[src/rtl/lm_sm_sequencer.sv]
// lm_sm_sequencer: IF/ID slot register that expands LM/SM instructions into
// one micro-op per set bit of the register list, lowest bit first, and stalls
// fetch while a multi-register sequence is in progress.
// Optional build macro: LMSM_PERF_CNT_EN adds the perf_seq_stalls counter port.
module lm_sm_sequencer #(
  parameter int DATA_W = 16,
  parameter int LIST_W = 8,
  parameter int OFF_W  = 3
) (
  input  logic              clk,
  input  logic              reset,
  input  logic [DATA_W-1:0] if_ir,
  input  logic [DATA_W-1:0] if_pc,
  input  logic              if_valid,
  output logic              fetch_ready,
  input  logic              id_stall,
  input  logic              flush,
  output logic [DATA_W-1:0] id_ir,
  output logic [DATA_W-1:0] id_pc,
  output logic              id_valid,
  output logic [OFF_W-1:0]  id_off,
  output logic              id_last
`ifdef LMSM_PERF_CNT_EN
  ,
  output logic [15:0]       perf_seq_stalls
`endif
);

  // Slot state; id_valid/id_last are decoded straight from it.
  typedef enum logic [1:0] {
    S_EMPTY  = 2'd0,
    S_SINGLE = 2'd1,
    S_SEQ    = 2'd2
  } state_t;

  state_t             state, state_nxt;
  logic [DATA_W-1:0]  ir_nxt, pc_nxt;
  logic [OFF_W-1:0]   off_nxt;

  logic               is_lmsm;
  logic [LIST_W-1:0]  in_list, in_rest;
  logic [LIST_W-1:0]  cur_list, cur_rest, cur_rest_rest;
  logic [DATA_W-1:0]  lmsm_ir;

  assign id_valid    = (state != S_EMPTY);
  assign id_last     = (state != S_SEQ);
  assign fetch_ready = ~id_stall & ~flush & (~id_valid | id_last);

  // Opcodes 0110 (LM) and 0111 (SM) share the top three bits 011.
  assign is_lmsm  = (if_ir[DATA_W-1 -: 3] == 3'b011);
  assign in_list  = if_ir[LIST_W-1:0];
  // x & (x-1) clears the lowest set bit; zero result means at most one bit set.
  assign in_rest  = in_list & (in_list - LIST_W'(1));
  assign cur_list = id_ir[LIST_W-1:0];
  assign cur_rest = cur_list & (cur_list - LIST_W'(1));
  assign cur_rest_rest = cur_rest & (cur_rest - LIST_W'(1));
  // IR[8] is cleared so decode's priority encoder only sees the list bits.
  assign lmsm_ir  = {if_ir[DATA_W-1:LIST_W+1], 1'b0, in_list};

  // Next-state and slot contents: flush > stall > accept > advance.
  always_comb begin
    state_nxt = state;
    ir_nxt    = id_ir;
    pc_nxt    = id_pc;
    off_nxt   = id_off;
    if (flush) begin
      state_nxt = S_EMPTY;
      off_nxt   = '0;
    end else if (id_stall) begin
      state_nxt = state;
    end else if (fetch_ready) begin
      pc_nxt  = if_pc;
      off_nxt = '0;
      if (!if_valid) begin
        state_nxt = S_EMPTY;
      end else if (!is_lmsm) begin
        ir_nxt    = if_ir;
        state_nxt = S_SINGLE;
      end else if (in_list == '0) begin
        // Empty list: burns the slot for one cycle, nothing issued.
        state_nxt = S_EMPTY;
      end else begin
        ir_nxt    = lmsm_ir;
        state_nxt = (in_rest == '0) ? S_SINGLE : S_SEQ;
      end
    end else begin
      // Only reachable in S_SEQ: step to the next register of the list.
      ir_nxt[LIST_W-1:0] = cur_rest;
      off_nxt            = id_off + OFF_W'(1);
      state_nxt          = (cur_rest_rest == '0) ? S_SINGLE : S_SEQ;
    end
  end

  // State register with synchronous reset.
  always_ff @(posedge clk) begin
    if (reset) begin
      state  <= S_EMPTY;
      id_ir  <= '0;
      id_pc  <= '0;
      id_off <= '0;
    end else begin
      state  <= state_nxt;
      id_ir  <= ir_nxt;
      id_pc  <= pc_nxt;
      id_off <= off_nxt;
    end
  end

`ifdef LMSM_PERF_CNT_EN
  // Counts cycles where an advancing sequence holds fetch off; saturates.
  always_ff @(posedge clk) begin
    if (reset) begin
      perf_seq_stalls <= '0;
    end else if (id_valid && !id_last && !id_stall && !flush &&
                 perf_seq_stalls != 16'hFFFF) begin
      perf_seq_stalls <= perf_seq_stalls + 16'd1;
    end
  end
`endif

endmodule

[config.mk]
export PLATFORM = sky130hd
export DESIGN_NAME = lm_sm_sequencer
export DESIGN_NICKNAME = d
export VERILOG_FILES = /design/src/rtl/lm_sm_sequencer.sv
export SDC_FILE = /design/constraint.sdc
export NUM_CORES = 1
export LEC_CHECK = 0
export CORE_AREA = 5 5 62 86
export CTS_BUF_LIST = sky130_fd_sc_hd__clkbuf_16
export CTS_CLUSTER_SIZE = 28
export DETAILED_ROUTE_END_ITERATION = 10
export DIE_AREA = 0 0 67 91
export PLACE_DENSITY_LB_ADDON = 0.2
export SLEW_MARGIN = 15
export SYNTH_ARGS = -nofsm -noshare
export SYNTH_HDL_FRONTEND = slang
export SYNTH_SLANG_ARGS = --single-unit
[constraint.sdc]
create_clock -name clk -period 2.6 [get_ports clk]
set_clock_uncertainty 0.15 [all_clocks]
set_input_delay 0.26 -clock clk [delete_from_list [all_inputs] [get_ports clk]]
set_output_delay 0.26 -clock clk [all_outputs]
set_load 0.01 [all_outputs]
# [After elaboration in Yosys (flattened, before gate mapping)]
# Cells that the tools add are included.
[totals] out_inout_bits=38 register_bits=37
[op_classes] addsub=4 reduce_logical=8 n_bitwise=9 muxes=11 eq_ne=5
[ops] operator="16-bit two-way mux" count=2
[ops] operator="8-bit AND" count=3
[ops] operator="8-bit logical NOT" count=3
[ops] operator="8-bit by 1-bit subtractor with 8-bit output, second input constant" count=3
[ops] operator="8-bit two-way mux" count=2
[ops] operator="2-bit two-way mux" count=6
[ops] operator="2-bit != test, second input constant" count=3
[ops] operator="5-bit AND reduction" count=1
[ops] operator="4-bit AND reduction" count=1
[ops] operator="3-bit by 1-bit adder with 3-bit output, second input constant" count=1
[ops] operator="3-bit by 2-bit == test with 1-bit output, second input constant" count=1
[ops] operator="3-bit two-way mux" count=1
[ops] operator="3-bit != test, second input constant" count=1
[ops] operator="1-bit inverter" count=3
[ops] operator="3-bit AND reduction" count=1
[ops] operator="1-bit AND" count=2
[ops] operator="2-bit nonzero test" count=1
[ops] operator="2-bit OR reduction" count=1
[ops] operator="1-bit OR" count=1

# [Logic depth before layout (Yosys ltp)]
[logic_depth] word_depth=8 ltp_mapped=8 depth_no_buf=7

# [Worst setup path before layout]
# OpenSTA, ideal clock, no wires.
[synth_path] path_kind="register to register" startpoint="register id_ir[4]" endpoint="register state[1]" required_ps=2331 path_stages_with_launch=7 synth_period_minus_slack_ps=1923 slack_ps=677 arrival_ps=1654 setup_ps=119 path_cell_list="dfxtp_1 -> buf_6 -> or4_4 -> o32a_1 -> o21ai_2 -> o21ai_1 -> o221a_1"
[synth_via] elab_chain_len=7
[synth_lines] element="from (decl)" line_no="18" text="output logic [DATA_W-1:0] id_ir,"
[synth_lines] element="from (signal assigned)" line_no="103" text="id_ir <= ir_nxt;"
[synth_lines] element="8-bit by 1-bit subtractor with 8-bit output" line_no="55" text="assign cur_rest = cur_list & (cur_list - LIST_W'(1));"
[synth_lines] element="8-bit AND *" line_no="55"
[synth_lines] element="8-bit by 1-bit subtractor with 8-bit output" line_no="56" text="assign cur_rest_rest = cur_rest & (cur_rest - LIST_W'(1));"
[synth_lines] element="8-bit AND *" line_no="56"
[synth_lines] element="8-bit logical NOT *" line_no="90" text="state_nxt = (cur_rest_rest == '0) ? S_SINGLE : S_SEQ;"
[synth_lines] element="2-bit two-way mux *" line_no="90"
[synth_lines] element="2-bit two-way mux *" line_no="71" text="end else if (fetch_ready) begin"
[synth_lines] element="to (signal assigned)" line_no="102" text="state <= state_nxt;"
[synth_lines] element="to (decl)" line_no="36" text="state_t state, state_nxt;"
# Mark *: on every way between the ends. The rest lies on a longest branch, timed or not.
# A chain may end at the register's enable or synchronous reset.

# [Worst setup path after layout]
[layout_path] startpoint="input port flush" endpoint="output port fetch_ready"
[layout_via] elab_chain_len=3
[layout_lines] element="from (decl)" line_no="17" text="input logic flush,"
[layout_lines] element="1-bit inverter (no source line)"
[layout_lines] element="1-bit AND (2 in series)" line_no="47" text="assign fetch_ready = ~id_stall & ~flush & (~id_valid | id_last);"
[layout_lines] element="to (decl)" line_no="15" text="output logic fetch_ready,"
# Every way passes these cells.

==> run_results.csv <==
group,metric,value,unit
sta,setup_tns,0,ns
sta,finalCritPeriodShare,83.3,%
setup_path,critPathRequiredTime,2.19,ns
sta,rsz0062_at_grt,"false",
setup_path,cp.arrival,1.75,ns
yosys,synthTopCellsByCount,"56 x nand2_1, 37 x a21oi_1, 37 x dfxtp_1",
finish,final_cells,364,
setup_path,critPathMaxStageDelay,0.55,ns
setup_path,cp_max_fo,6,
setup_path,critPathCaptureType,"output port",
floorplanning,start_util,40.3,%
finish,fin_nets,339,
floorplanning,core_area,0.00446,mm²
floorplanning,io_pins,75,
sta,finalCriticalPeriod,2.16,ns
yosys,synth_top_area_share,41.2,%
power_and_ir_drop,power_frac_seq,39.7,%
floorplanning,dieArea,0.00610,mm²
sta,slew_viol_final,0,
setup_path,crit_slowest_cell,"clkdlybuf4s50_1",
yosys,postSynth.asyncResetShare,0,%
yosys,syn_inst,232,
setup_path,critPathTopFamily,"buffers and inverters",
finish,area.growth.synth_to_final,51.8,%
sta,setup_viol,0,
clocking,cts_setup_buffers,0,
yosys,avgSynthCellArea,7.75,µm²
placed_design,gp_congestion,0.943,
placed_design,io_buffers,74,
route,remaining_drc_errors,0,
floorplanning,chipHeight,91,µm
route,postRouteAntennaNets,0,
finish,drive_gt1_share,6.62,%
setup_path,critPathBufInv,3,
placed_design,dp_hpwl,3720,µm
yosys,ys_ff_latch,37,
sta,hold_viol_final,0,
yosys,yosys.area.top_type,"dfxtp_1",
global_route,grt_max_degree,28,
worst_hold_path,hold_class,"reg -> reg",
finish,final_core_util,61.1,%
power_and_ir_drop,combPwrFrac,15.2,%
yosys,syn_nets,270,
clocking,htreeDepth,2,
setup_path,crit_top_cell,"clkdlybuf4s50_1",
yosys,ys_seq_area_share,41.2,%
global_route,grt_pass1_vias,1842,
setup_path,worstPathCellList,"clkdlybuf4s50_1 > nor2_1 > nand2_1 > inv_1 > clkdlybuf4s50_1",
clocking,clock-sinks,37,
power_and_ir_drop,powerDensity,560,mW/mm²
finish,fin_area,0.00273,mm²
route,routed_wl,5040,µm
floorplanning,dieWidth,67,µm
clocking,clk_pin_slew,0.06,ns
yosys,yosysMostFrequentCell,"nand2_1",
yosys,synth_ff_type,"dfxtp_1",
power_and_ir_drop,p_sw_share,23.6,%
floorplanning,rows,29,
power_and_ir_drop,intPower,1.17,mW
placed_design,dpl-instance-area,0.00256,mm²
clocking,cts-root-buf,"clkbuf_16",
sta,worst_pin_slew,0.457,ns
clocking,cts_made_buffers,5,
global_route,grt_usage,17.4,%
sta,maxSlewHeadroom,69.4,%
clocking,cts_hold_buffers,0,
power_and_ir_drop,p_sw,0.361,mW
power_and_ir_drop,vdd_drop_max,476,µV
route,wl_per_cell,13.9,µm
clocking,clockBufferDepth,2,
job,drv_cap,0,
yosys,synth_cell_types,45,
global_route,grt_pass1_wl,8410,µm
clocking,clkLatencyLatePin,0.28,ns
sta,clock.fmax,462,MHz
yosys,ys.warnings.count,0,
route,num_vias,1900,
route,drt-pass1-iter-count,4,
yosys,synth_area_leaders,"dfxtp_1 41%, nand2_1 12%, a21oi_1 10%",
power_and_ir_drop,clkPwrFrac,45.1,%
route,drt_iter0_markers,73,
setup_path,crit_type,"in -> out",
power_and_ir_drop,power.leakage,0.953,nW
placed_design,placed_cells,356,
yosys,netlist_area,0.00180,mm²
status,status,"finished, final reports clean",
global_route,antenna_found_initial,0,
route,viasPerCell,5.22,
finish,num_antenna_cells,0,
global_route,overflow,0,
setup_path,worstSetupStartpointType,"primary input",
clocking,cts-resized-gates,0,
clocking,cts_tree,"built",
yosys,synth-edff-count,0,
## cells in the final DEF (no fill, tap or decap), drive strengths merged, types with 2 or more instances in the layout
cell and instances:
nor3 7, clkdlybuf4s50 74, dfxtp 37, nor4 3
a211oi 4, nor2 14, nand2 56, nand3b 2
a31oi 2, o21a 2, buf 4, and2 2
nand3 2, o21ai 6, clkbuf 5, maj3 3
or2 3, inv 5, a21oi 38, and3 2
o31ai 9
## per-layer routing
metal	track usage (%)	routed length, µm	up-vias
met5	0	0	-
met4	6.94	103	0
met3	5.93	321	12
met2	29.8	2610	58
met1	19.3	2010	869
li1	-	-	961
## power groups by stage
stage                     sequential (mW)  combinational, mW  clock, mW
after floorplan                     0.623              0.100          0
after CTS                           0.606              0.235      0.708
after detailed placement            0.619              0.233          0
final                               0.607              0.232      0.691
after global routing                0.610              0.256      0.731
after global placement              0.618              0.232          0
## metrics by stage
step                      worst slack (ns)  hold WS [ns]  total power [mW]
after floorplan                      0.677         0.189             0.723
after global placement               0.416         0.291             0.850
after detailed placement             0.333         0.296             0.852
after CTS                            0.425         0.304              1.55
after global routing                 0.309         0.318              1.60
final                                0.435         0.301              1.53
## logic make-up (layout without fill, tap and decap cells)
| logic type | count (synthesis) | count (layout) | synth area share, % |
|---|---|---|---|
| AND/OR/NAND/NOR | 97 | 97 | 24.4 |
| AO/OA/AOI/OAI | 72 | 72 | 25.5 |
| flip-flops | 37 | 37 | 41.2 |
| buffers and inverters | 21 | 91 | 5.98 |
| adder cells (fa/ha/maj) | 4 | 4 | 2.37 |
| XOR/XNOR | 1 | 1 | 0.487 |
## flip-flops by register name (all words and copies together) (netlist names)
| signal | count |
|---|---|
| id_pc | 16 |
| id_ir | 16 |
| id_off | 3 |
| state | 2 |
## worst register-to-register path: stages (launching register included)
cell and delay [ns]:
dfxtp_1 0.42, or4_4 0.62, o21a_1 0.20, a221oi_2 0.16
o21ai_1 0.13, o221a_1 0.24
## cell type report
cell class                      instances  area [µm²]
Tap cell                               62        77.6
Clock buffer                            5         125
Clock inverter                          3        46.3
Sequential cell                        37         741
Fill cell                             421        1730
Timing Repair Buffer                   78         771
Inverter                                5        18.8
Multi-Input combinational cell        174         950
## path summary, 6_finish.rpt
path,slack [ns],from,cells past startpoint,endpoint
worst max-delay path,0.44,flush,5,fetch_ready
worst min-delay path,0.30,id_pc[5],2,id_pc[5]
worst max register to register,0.57,id_ir[3],5,state[1]
worst min register to register,0.30,id_pc[5],2,id_pc[5]
Note: power is estimated with default switching activity, not from simulation.
